### src/rtl/range_counter.sv
// Bounded up/down counter with wrap or saturate behaviour at its limits.
// Optional prescaler: define RANGE_COUNTER_PRESCALE_EN.
module range_counter #(
   parameter int WIDTH     = 16,
   parameter int STEP      = 1,
   parameter int PRE_WIDTH = 8
) (
   input  logic             i_clk,
   input  logic             i_reset,
   input  logic             i_enable,
   input  logic             i_up,
   input  logic             i_sat,
   input  logic             i_load,
   input  logic [WIDTH-1:0] i_load_value,
   input  logic [WIDTH-1:0] i_bottom,
   input  logic [WIDTH-1:0] i_top,
`ifdef RANGE_COUNTER_PRESCALE_EN
   input  logic [PRE_WIDTH-1:0] i_prescale,
`endif
   output logic [WIDTH-1:0] o_value,
   output logic             o_wrap,
   output logic             o_at_limit,
   output logic             o_err
);

   localparam logic [WIDTH:0] STEP_W = (WIDTH+1)'(STEP);

   logic [WIDTH-1:0] value_q, value_d;
   logic             wrap_q, wrap_d;
   logic             tick;
   logic             count_ev;
   logic [WIDTH:0]   up_sum;
   logic [WIDTH:0]   down_floor;

   assign o_err      = i_bottom > i_top;
   assign o_value    = value_q;
   assign o_wrap     = wrap_q;
   assign o_at_limit = i_up ? (value_q >= i_top) : (value_q <= i_bottom);
   assign count_ev   = i_enable && tick && !o_err;

`ifdef RANGE_COUNTER_PRESCALE_EN
   logic [PRE_WIDTH-1:0] pre_q, pre_d;

   assign tick = (pre_q == i_prescale);

   always_comb begin
      pre_d = pre_q;
      if (i_load) begin
         pre_d = '0;
      end else if (i_enable && !o_err) begin
         pre_d = tick ? '0 : pre_q + 1'b1;
      end
   end

   always_ff @(posedge i_clk) begin
      if (i_reset) begin
         pre_q <= '0;
      end else begin
         pre_q <= pre_d;
      end
   end
`else
   assign tick = 1'b1;
`endif

   // Extra bit keeps the limit compares free of modular rollover.
   assign up_sum     = {1'b0, value_q} + STEP_W;
   assign down_floor = {1'b0, i_bottom} + STEP_W;

   always_comb begin
      value_d = value_q;
      wrap_d  = 1'b0;
      if (i_load) begin
         value_d = i_load_value;
      end else if (count_ev) begin
         if (i_up) begin
            if (up_sum <= {1'b0, i_top}) begin
               value_d = up_sum[WIDTH-1:0];
            end else if (i_sat) begin
               value_d = i_top;
            end else begin
               value_d = i_bottom;
               wrap_d  = 1'b1;
            end
         end else begin
            if ({1'b0, value_q} >= down_floor) begin
               value_d = value_q - STEP_W[WIDTH-1:0];
            end else if (i_sat) begin
               value_d = i_bottom;
            end else begin
               value_d = i_top;
               wrap_d  = 1'b1;
            end
         end
      end
   end

   always_ff @(posedge i_clk) begin
      if (i_reset) begin
         value_q <= '0;
         wrap_q  <= 1'b0;
      end else begin
         value_q <= value_d;
         wrap_q  <= wrap_d;
      end
   end

endmodule

### config.mk
export PLATFORM = sky130hd
export DESIGN_NAME = range_counter
export DESIGN_NICKNAME = d
export VERILOG_FILES = /design/src/rtl/range_counter.sv
export SDC_FILE = /design/constraint.sdc
export NUM_CORES = 1
export LEC_CHECK = 0
export ABC_AREA = 1
export CAP_MARGIN = 10
export CORE_UTILIZATION = 51
export CTS_CLUSTER_DIAMETER = 40
export CTS_CLUSTER_SIZE = 20
export DETAILED_ROUTE_END_ITERATION = 10
export GPL_TIMING_DRIVEN = 0
export PLACE_DENSITY_LB_ADDON = 0.08
export SETUP_SLACK_MARGIN = 0.1
export SYNTH_ARGS = -nofsm -noshare
export SYNTH_HDL_FRONTEND = slang
export SYNTH_SLANG_ARGS = --single-unit
### constraint.sdc
create_clock -name i_clk -period 2.8 [get_ports i_clk]
set_input_delay 0.28 -clock i_clk [delete_from_list [all_inputs] [get_ports i_clk]]
set_output_delay 0.28 -clock i_clk [all_outputs]
set_load 0.1 [all_outputs]
# Word level (Yosys, flattened, before mapping)

Index checks and enable logic that the tools add are counted.

Register bits after elaboration: 17
Input bits: 54
Output and inout bits: 19

Bitwise operators: 1
Muxes and demuxes: 12
Add/subtract/negate cells: 3
Reductions and logical operators: 4
Order comparisons: 5

Operators with widths:

| cell                                                                  | number |
|---|---|
| 16-bit 2-to-1 mux                                                     | 7 |
| 16-bit by 1-bit adder with 17-bit output (second input constant)      | 2 |
| 16-bit by 17-bit >= comparator with 1-bit output                      | 1 |
| 17-bit by 16-bit less-or-equal comparator with 1-bit output           | 1 |
| 16-bit >= comparator                                                  | 1 |
| 16-bit greater-than comparator                                        | 1 |
| 16-bit less-or-equal comparator                                       | 1 |
| 16-bit by 1-bit subtractor with 16-bit output (second input constant) | 1 |
| 1-bit 2-to-1 mux                                                      | 5 |
| 3-bit OR reduction                                                    | 1 |
| 2-bit nonzero test                                                    | 1 |
| 1-bit logical AND                                                     | 1 |
| 1-bit zero test                                                       | 1 |
| 1-bit NOT                                                             | 1 |

# Depth between registers and ports, before layout

Gate-level depths: netlist of run 1.

Depth after elaboration: 6
Gate-level depth with buffers: 23
Gate-level depth less buffers: 23

# Worst setup path before layout of run 1

No wires, ideal clock.

Path kind: register to register
Start point: reg value_q[2] (netlist: o_value[2])
End point: reg value_q[10] (netlist: o_value[10])
Buffers on the path: 2
Data arrival time: 3,697 ps
Required time: 2,683 ps
Library setup time: 117 ps
Cell stages (with the launch flop): 22
Slack: -1,015 ps
Clock period less this slack: 3,815 ps
Cells stage by stage: dfxtp_1 buf_2 nand2_1 nor2_1 nand2_1 nor2_2 nand3_1 nor2_1 nand2_1 nand2_1 inv_1 ha_1 inv_1 nor4_1 nand4_1 o21ai_4 buf_6 nand3_1 nand2_1 nor2_1 nor2_1 nor2_1

Longest elaborated chain between the ends: 6

RTL lines:

| element                                                     | RTL line | RTL |
|---|---|---|
| start, declared                                             | 28       | `logic [WIDTH-1:0] value_q, value_d;` |
| start signal, assigned                                      | 103      | `value_q <= value_d;` |
| 16-bit by 1-bit adder with 17-bit output                    | 67       | `assign up_sum = {1'b0, value_q} + STEP_W;` |
| 17-bit by 16-bit less-or-equal comparator with 1-bit output | 77       | `if (up_sum <= {1'b0, i_top}) begin` |
| 16-bit 2-to-1 mux                                           | 77       |  |
| 16-bit 2-to-1 mux (*)                                       | 76       | `if (i_up) begin` |
| 16-bit 2-to-1 mux (*)                                       | 75       | `end else if (count_ev) begin` |
| 16-bit 2-to-1 mux (*)                                       | 73       | `if (i_load) begin` |

Mark *: on every way between the ends. The rest lies on a longest branch, timed or not. The select of a mux whose other input is x is not followed.
A chain may end at the register's enable or synchronous reset.

# Worst setup path in the final report of run 1

Start point: reg value_q[5] (netlist: o_value[5])
End point: reg value_q[1] (netlist: o_value[1])

Same word-level chain as after synthesis.

==> results, run 1 <==
- The final reports fail on negative setup slack.
- The total of hold buffers inserted after clock tree synthesis is 0.
- 0 antenna diodes ended up in the layout.
- The number of CTS-inserted buffers is 3.
- The worst-case clock buffer depth is 2.
- Summing every instance area after synthesis gives between 4000 and 5000 um2.
- The via count of the first global-routing pass is around 5.3k.
- The vias after detailed routing is ~5.7k.
- The measured slew at the worst slew-check pin is about 1 ns.
- Along the worst path, the maximum fanout reaches 7.
- Setup repair after global routing could not meet its margin everywhere.
- The floorplan step defined a core boundary enclosing just under 9000 um2.
- From synthesis to final layout, the design area changed by 38.87%.
- The flow ran to the end, but the final reports show violations.
- The critical path goes through buf_6 > nand2_4 > nor3_4 > nand2_2 > nor2_4 > nand3_2 > xor2_2 > inv_2 > ha_4 > nand2_4 > nor3_4 > nand4_1 > nand2_2 > o21ai_4 > buf_12 > nor2_4 > nand2_1 > o21ai_1 > nor2_1 > nor2_1 > nor2_1.
- The setup path with the least slack is of type flip-flop to flip-flop.
- Headroom to the max-slew limit came out at between 30% and 40%.
- From bottom edge to top edge, the die measures between 90 and 100 um.
- Power spread over the standard cell area amounts to about 320 nW/um2.
- In this run, the number of DRC markers left after iteration 0 of detailed routing was 312.
- In this run the number of H-tree levels came out at 1.
- The startpoint identified for the worst register-to-register timing path is o_value[5]$_SDFFE_PP0P_.
- The clock latency at the later pin of the worst-skew pair is around 0.25 ns.
- For met1 alone, demand over resource in global routing was 47.08%.
- Among the stages of the critical path, the cell type that occurs most often is sky130_fd_sc_hd__nor2_1.
- For this run, global-route usage on met2 was measured as between 60% and 70%.
- The number of distinct library cells after synthesis is 38.
- The first global-routing pass estimated ~26000 um of wire.
- The post-detailed-route via-to-cell ratio is 5.706.
- The setup slack after placement is -1.183 ns.
- The share of post-route cells with drive strength above 1 is between 20% and 30%.
- At the worst endpoint, the arrival time is approximately 3.2 ns.
- The floorplan step defined a die boundary enclosing approximately 9300 um2.
- The number of antenna violations at the first check in global routing is 0.
- The boundary pin count is 73.
- Synthesis handed over a netlist of approximately 760 instances.
- The met3 usage in global routing is 4.538%.
- The slowest stage cell on the critical path is sky130_fd_sc_hd__dfxtp_4.
- The kind of end point of the critical path is a flip-flop.
- The worst register-to-register path ends at o_value[1]$_SDFFE_PP0P_.
- The half-perimeter wire length of the detailed placement result is ~13000 um.
- Following the worst setup path forward leads to its endpoint at o_value[1]$_SDFFE_PP0P_.
- The number of max-slew violations in the final report is 0.
- STA puts the critical path data required time at just under 3 ns.
- The depth of the worst register-to-register path is 21.
- Summed over all layers, the routed wires come to 17580 um.
- The DRC violation count after routing is 0.
- The horizontal die dimension is around 96 um.
- The category of the worst setup path launch point is a flip-flop.
- At the end of the flow, the number of nets in the layout was roughly 1.0k.
- On the final layout, the worst clock skew is roughly 0.0018 ns.
- The most critical setup path has its startpoint at o_value[5]$_SDFFE_PP0P_.
- The total power consumption of the routed design is 2.002 mW.
- After synthesis the netlist holds a flip-flop and latch count of 17.
- The largest stage delay on the critical path is between 0.3 and 0.4 ns.
- For this design the static power due to leakage is 3.147 nW.
- The post-route fraction of the period consumed by the critical path is 110.0%.
- The worst-case IR drop observed on VDD is 333.5 uV.
- Port buffering added 70 buffers.
- The total count of hold-check failures in the final report is 0.
- The post-layout minimum cycle time is approximately 3 ns.
- The class of the worst hold path is flip-flop to flip-flop.
- The leftover overflow at the end of global routing is 0.
- Row generation in the floorplan step produced 34 rows.
- Each instance of the synthesized netlist takes up on average just under 6 um2.
- For this run, the top clock speed supported by timing is between 300 and 400 MHz.
- For this run, the register share of the synthesized area comes to 7.483%.
- The global router's overall resource usage is between 30 and 40%.
- The initial utilization of the core area, before any placement, comes to ~52%.
- The CTS tree is done.
- The tool flagged a number of max-cap violations equal to 0.
- At the end of routability-driven placement, the weighted congestion stood at about 0.94.
- The clock slew at the register clock pins of the worst setup and hold paths is 0.07 ns.
- Setup violations remaining at the end of the flow were counted as 17.
- Counting every sink on the clock net gives 17.
- The tree is rooted in a sky130_fd_sc_hd__clkbuf_8.
- For flop-to-flop paths, the worst setup slack is -0.28 ns.
- Once routing completed, OpenROAD measured the worst setup slack at -0.2787 ns.
- The first-pass iteration count of the detailed router is 5.
- After global routing, the most crowded layer is met2.
- Entering global routing, the biggest net connects 11 pins.
- The total of warnings raised by yosys is 0.
- The number of nets produced by synthesis is 901.
- In this run the remaining antenna-violating nets after routing total 0.
- Dividing the detail-routed wire length by the instance count gives about 18 um.
[repair_timing]
| item | in CTS | in global routing |
|---|---|---|
| gates cloned | 1 | 0 |
| endpoints found under the setup margin | 19 | 19 |
| buffers inserted | 38 | 10 |
| resized for setup | 106 | 41 |
| pin swaps | 33 | 20 |
[how the worst min path moves through the flow]
stage                                         from                       end  slack (ns)  cells past startpoint
after detailed placement   o_value[0]$_SDFFE_PP0P_   o_value[0]$_SDFFE_PP0P_        0.56                      2
after CTS                 o_value[15]$_SDFFE_PP0P_  o_value[15]$_SDFFE_PP0P_        0.58                      2
after floorplan                            i_reset   o_value[0]$_SDFFE_PP0P_        0.34                      1
after global routing      o_value[15]$_SDFFE_PP0P_  o_value[15]$_SDFFE_PP0P_        0.60                      2
after global placement     o_value[0]$_SDFFE_PP0P_   o_value[0]$_SDFFE_PP0P_        0.54                      2
final                     o_value[15]$_SDFFE_PP0P_  o_value[15]$_SDFFE_PP0P_        0.59                      2
[logic make-up (layout without fill, tap and decap cells)]
| family | Yosys count | count (layout) | synth area share (%) |
|---|---|---|---|
| and+or+nand+nor | 375 | 375 | 35.60 |
| AOI/OAI and AO/OA | 132 | 132 | 15.90 |
| buffers and inverters | 119 | 242 | 10.87 |
| adders and majority gates | 83 | 83 | 22.83 |
| xor gates and xnor gates | 38 | 38 | 7.318 |
| DFF | 17 | 17 | 7.483 |
[state kept, by name, summed over array words and instances, names as in the netlist]
signal,count
o_value,16
o_wrap,1
[metrics by stage]
step / utilization (%) / cell area, um2 / setup TNS, ns / hold slack (ns) / instances
6_report: 72.78 / 6316 / -3.835 / 0.5856 / 995
5_1_grt: 72.78 / 6316 / -5.843 / 0.5965 / 995
4_1_cts: 70.08 / 6082 / -2.388 / 0.5799 / 985
3_5_place_dp: 63.18 / 5483 / -20.08 / 0.5583 / 942
3_3_place_gp: 63.18 / 5483 / -18.52 / 0.5441 / 942
2_1_floorplan: - / 4647 / -2.019 / 0.3394 / 764
[synth_stat cells]
cell | count | share of area [%]
sky130_fd_sc_hd__nand2_1 | 206 | 17
sky130_fd_sc_hd__inv_1 | 90 | 7.4
sky130_fd_sc_hd__ha_1 | 83 | 23
sky130_fd_sc_hd__nand3_1 | 62 | 6.8
sky130_fd_sc_hd__nor2_1 | 62 | 5.1
sky130_fd_sc_hd__o21ai_0 | 59 | 6.5
sky130_fd_sc_hd__a21oi_1 | 53 | 5.8
sky130_fd_sc_hd__xor2_1 | 35 | 6.7
sky130_fd_sc_hd__dfxtp_1 | 17 | 7.5
sky130_fd_sc_hd__nor3_1 | 16 | 1.8
sky130_fd_sc_hd__clkbuf_1 | 13 | 1.1
sky130_fd_sc_hd__nand4_1 | 9 | 1.2
sky130_fd_sc_hd__buf_2 | 5 | 0.55
sky130_fd_sc_hd__nand2_2 | 5 | 0.69
sky130_fd_sc_hd__o211ai_1 | 5 | 0.83
sky130_fd_sc_hd__a21oi_2 | 4 | 0.77
sky130_fd_sc_hd__buf_4 | 4 | 0.66
sky130_fd_sc_hd__nor4_1 | 4 | 0.55
sky130_fd_sc_hd__nor2_2 | 3 | 0.41
sky130_fd_sc_hd__o21a_1 | 3 | 0.50
sky130_fd_sc_hd__xnor2_1 | 3 | 0.58
sky130_fd_sc_hd__buf_6 | 2 | 0.50
sky130_fd_sc_hd__inv_2 | 2 | 0.17
sky130_fd_sc_hd__nand3b_1 | 2 | 0.33
sky130_fd_sc_hd__nor3_2 | 2 | 0.44
sky130_fd_sc_hd__o21ai_1 | 2 | 0.22
sky130_fd_sc_hd__o221ai_1 | 2 | 0.39
sky130_fd_sc_hd__a211oi_1 | 1 | 0.17
sky130_fd_sc_hd__clkbuf_8 | 1 | 0.30
sky130_fd_sc_hd__clkinv_1 | 1 | 0.082
sky130_fd_sc_hd__clkinv_2 | 1 | 0.11
sky130_fd_sc_hd__nand2_4 | 1 | 0.25
sky130_fd_sc_hd__nand3_4 | 1 | 0.39
sky130_fd_sc_hd__nor2_4 | 1 | 0.25
sky130_fd_sc_hd__nor3_4 | 1 | 0.36
sky130_fd_sc_hd__o2111ai_1 | 1 | 0.19
sky130_fd_sc_hd__o21ai_4 | 1 | 0.36
sky130_fd_sc_hd__o21bai_1 | 1 | 0.17
[layout make-up]
class / instances / area [um2]
sequential: 17 / 385.4
clock buffer: 4 / 45.04
fill: 760 / 2362
buffer: 25 / 168.9
timing repair buffer: 119 / 1076
tap: 108 / 135.1
inverter: 94 / 369.1
multi-input combinational: 628 / 4136
[cell usage in the layout, fill, tap and decap left out, types with 4 or more instances in the layout]
cell / netlist / layout
sky130_fd_sc_hd__nand2_1: 206 / 185
sky130_fd_sc_hd__inv_1: 90 / 81
sky130_fd_sc_hd__ha_1: 83 / 78
sky130_fd_sc_hd__o21ai_0: 59 / 56
sky130_fd_sc_hd__clkdlybuf4s50_1: 0 / 54
sky130_fd_sc_hd__nor2_1: 62 / 53
sky130_fd_sc_hd__nand3_1: 62 / 50
sky130_fd_sc_hd__buf_4: 4 / 50
sky130_fd_sc_hd__a21oi_1: 53 / 47
sky130_fd_sc_hd__xor2_1: 35 / 31
sky130_fd_sc_hd__nand2_2: 5 / 21
sky130_fd_sc_hd__clkbuf_1: 13 / 14
sky130_fd_sc_hd__nand3_2: 0 / 11
sky130_fd_sc_hd__a21oi_2: 4 / 10
sky130_fd_sc_hd__dfxtp_4: 0 / 10
sky130_fd_sc_hd__nor2_4: 1 / 9
sky130_fd_sc_hd__nor3_1: 16 / 9
sky130_fd_sc_hd__nand4_1: 9 / 9
sky130_fd_sc_hd__buf_6: 2 / 8
sky130_fd_sc_hd__inv_2: 2 / 7
sky130_fd_sc_hd__nand2_4: 1 / 6
sky130_fd_sc_hd__nor3_2: 2 / 6
sky130_fd_sc_hd__dlygate4sd2_1: 0 / 6
sky130_fd_sc_hd__dfxtp_2: 0 / 6
sky130_fd_sc_hd__o211ai_1: 5 / 5
sky130_fd_sc_hd__buf_2: 5 / 5
sky130_fd_sc_hd__ha_4: 0 / 5
sky130_fd_sc_hd__nor3_4: 1 / 4
sky130_fd_sc_hd__nor2_2: 3 / 4
sky130_fd_sc_hd__xor2_2: 0 / 4
sky130_fd_sc_hd__clkbuf_8: 1 / 4
[per-layer routing]
metal,wire length [um],vias to the layer above
met5,0,-
met1,7327,2603
li1,-,2770
met3,1348,51
met4,597,0
met2,8307,253
[critical path, delay by kind of cell (launching register included)]
kind	cells	cell delay [ns]
AOI/OAI and AO/OA	2	0.14
DFF	1	0.35
buffers and inverters	3	0.33
xor gates and xnor gates	1	0.21
adders and majority gates	1	0.27
and+or+nand+nor	14	1.66
[power by group]
group	switching, mW	internal, mW	total, mW
logic	0.944	0.542	1.49
registers	0.0572	0.270	0.327
clock network	0.0879	0.101	0.189
total	1.09	0.913	2.00
(Power assumes the default switching activity.)
==> run 2: changes to the inputs <==
Settings changed: CTS_CLUSTER_SIZE 20 to unset.
==> results of run 2 <==
Same layout as run 1: the final DEF is identical, and so are final timing and power.
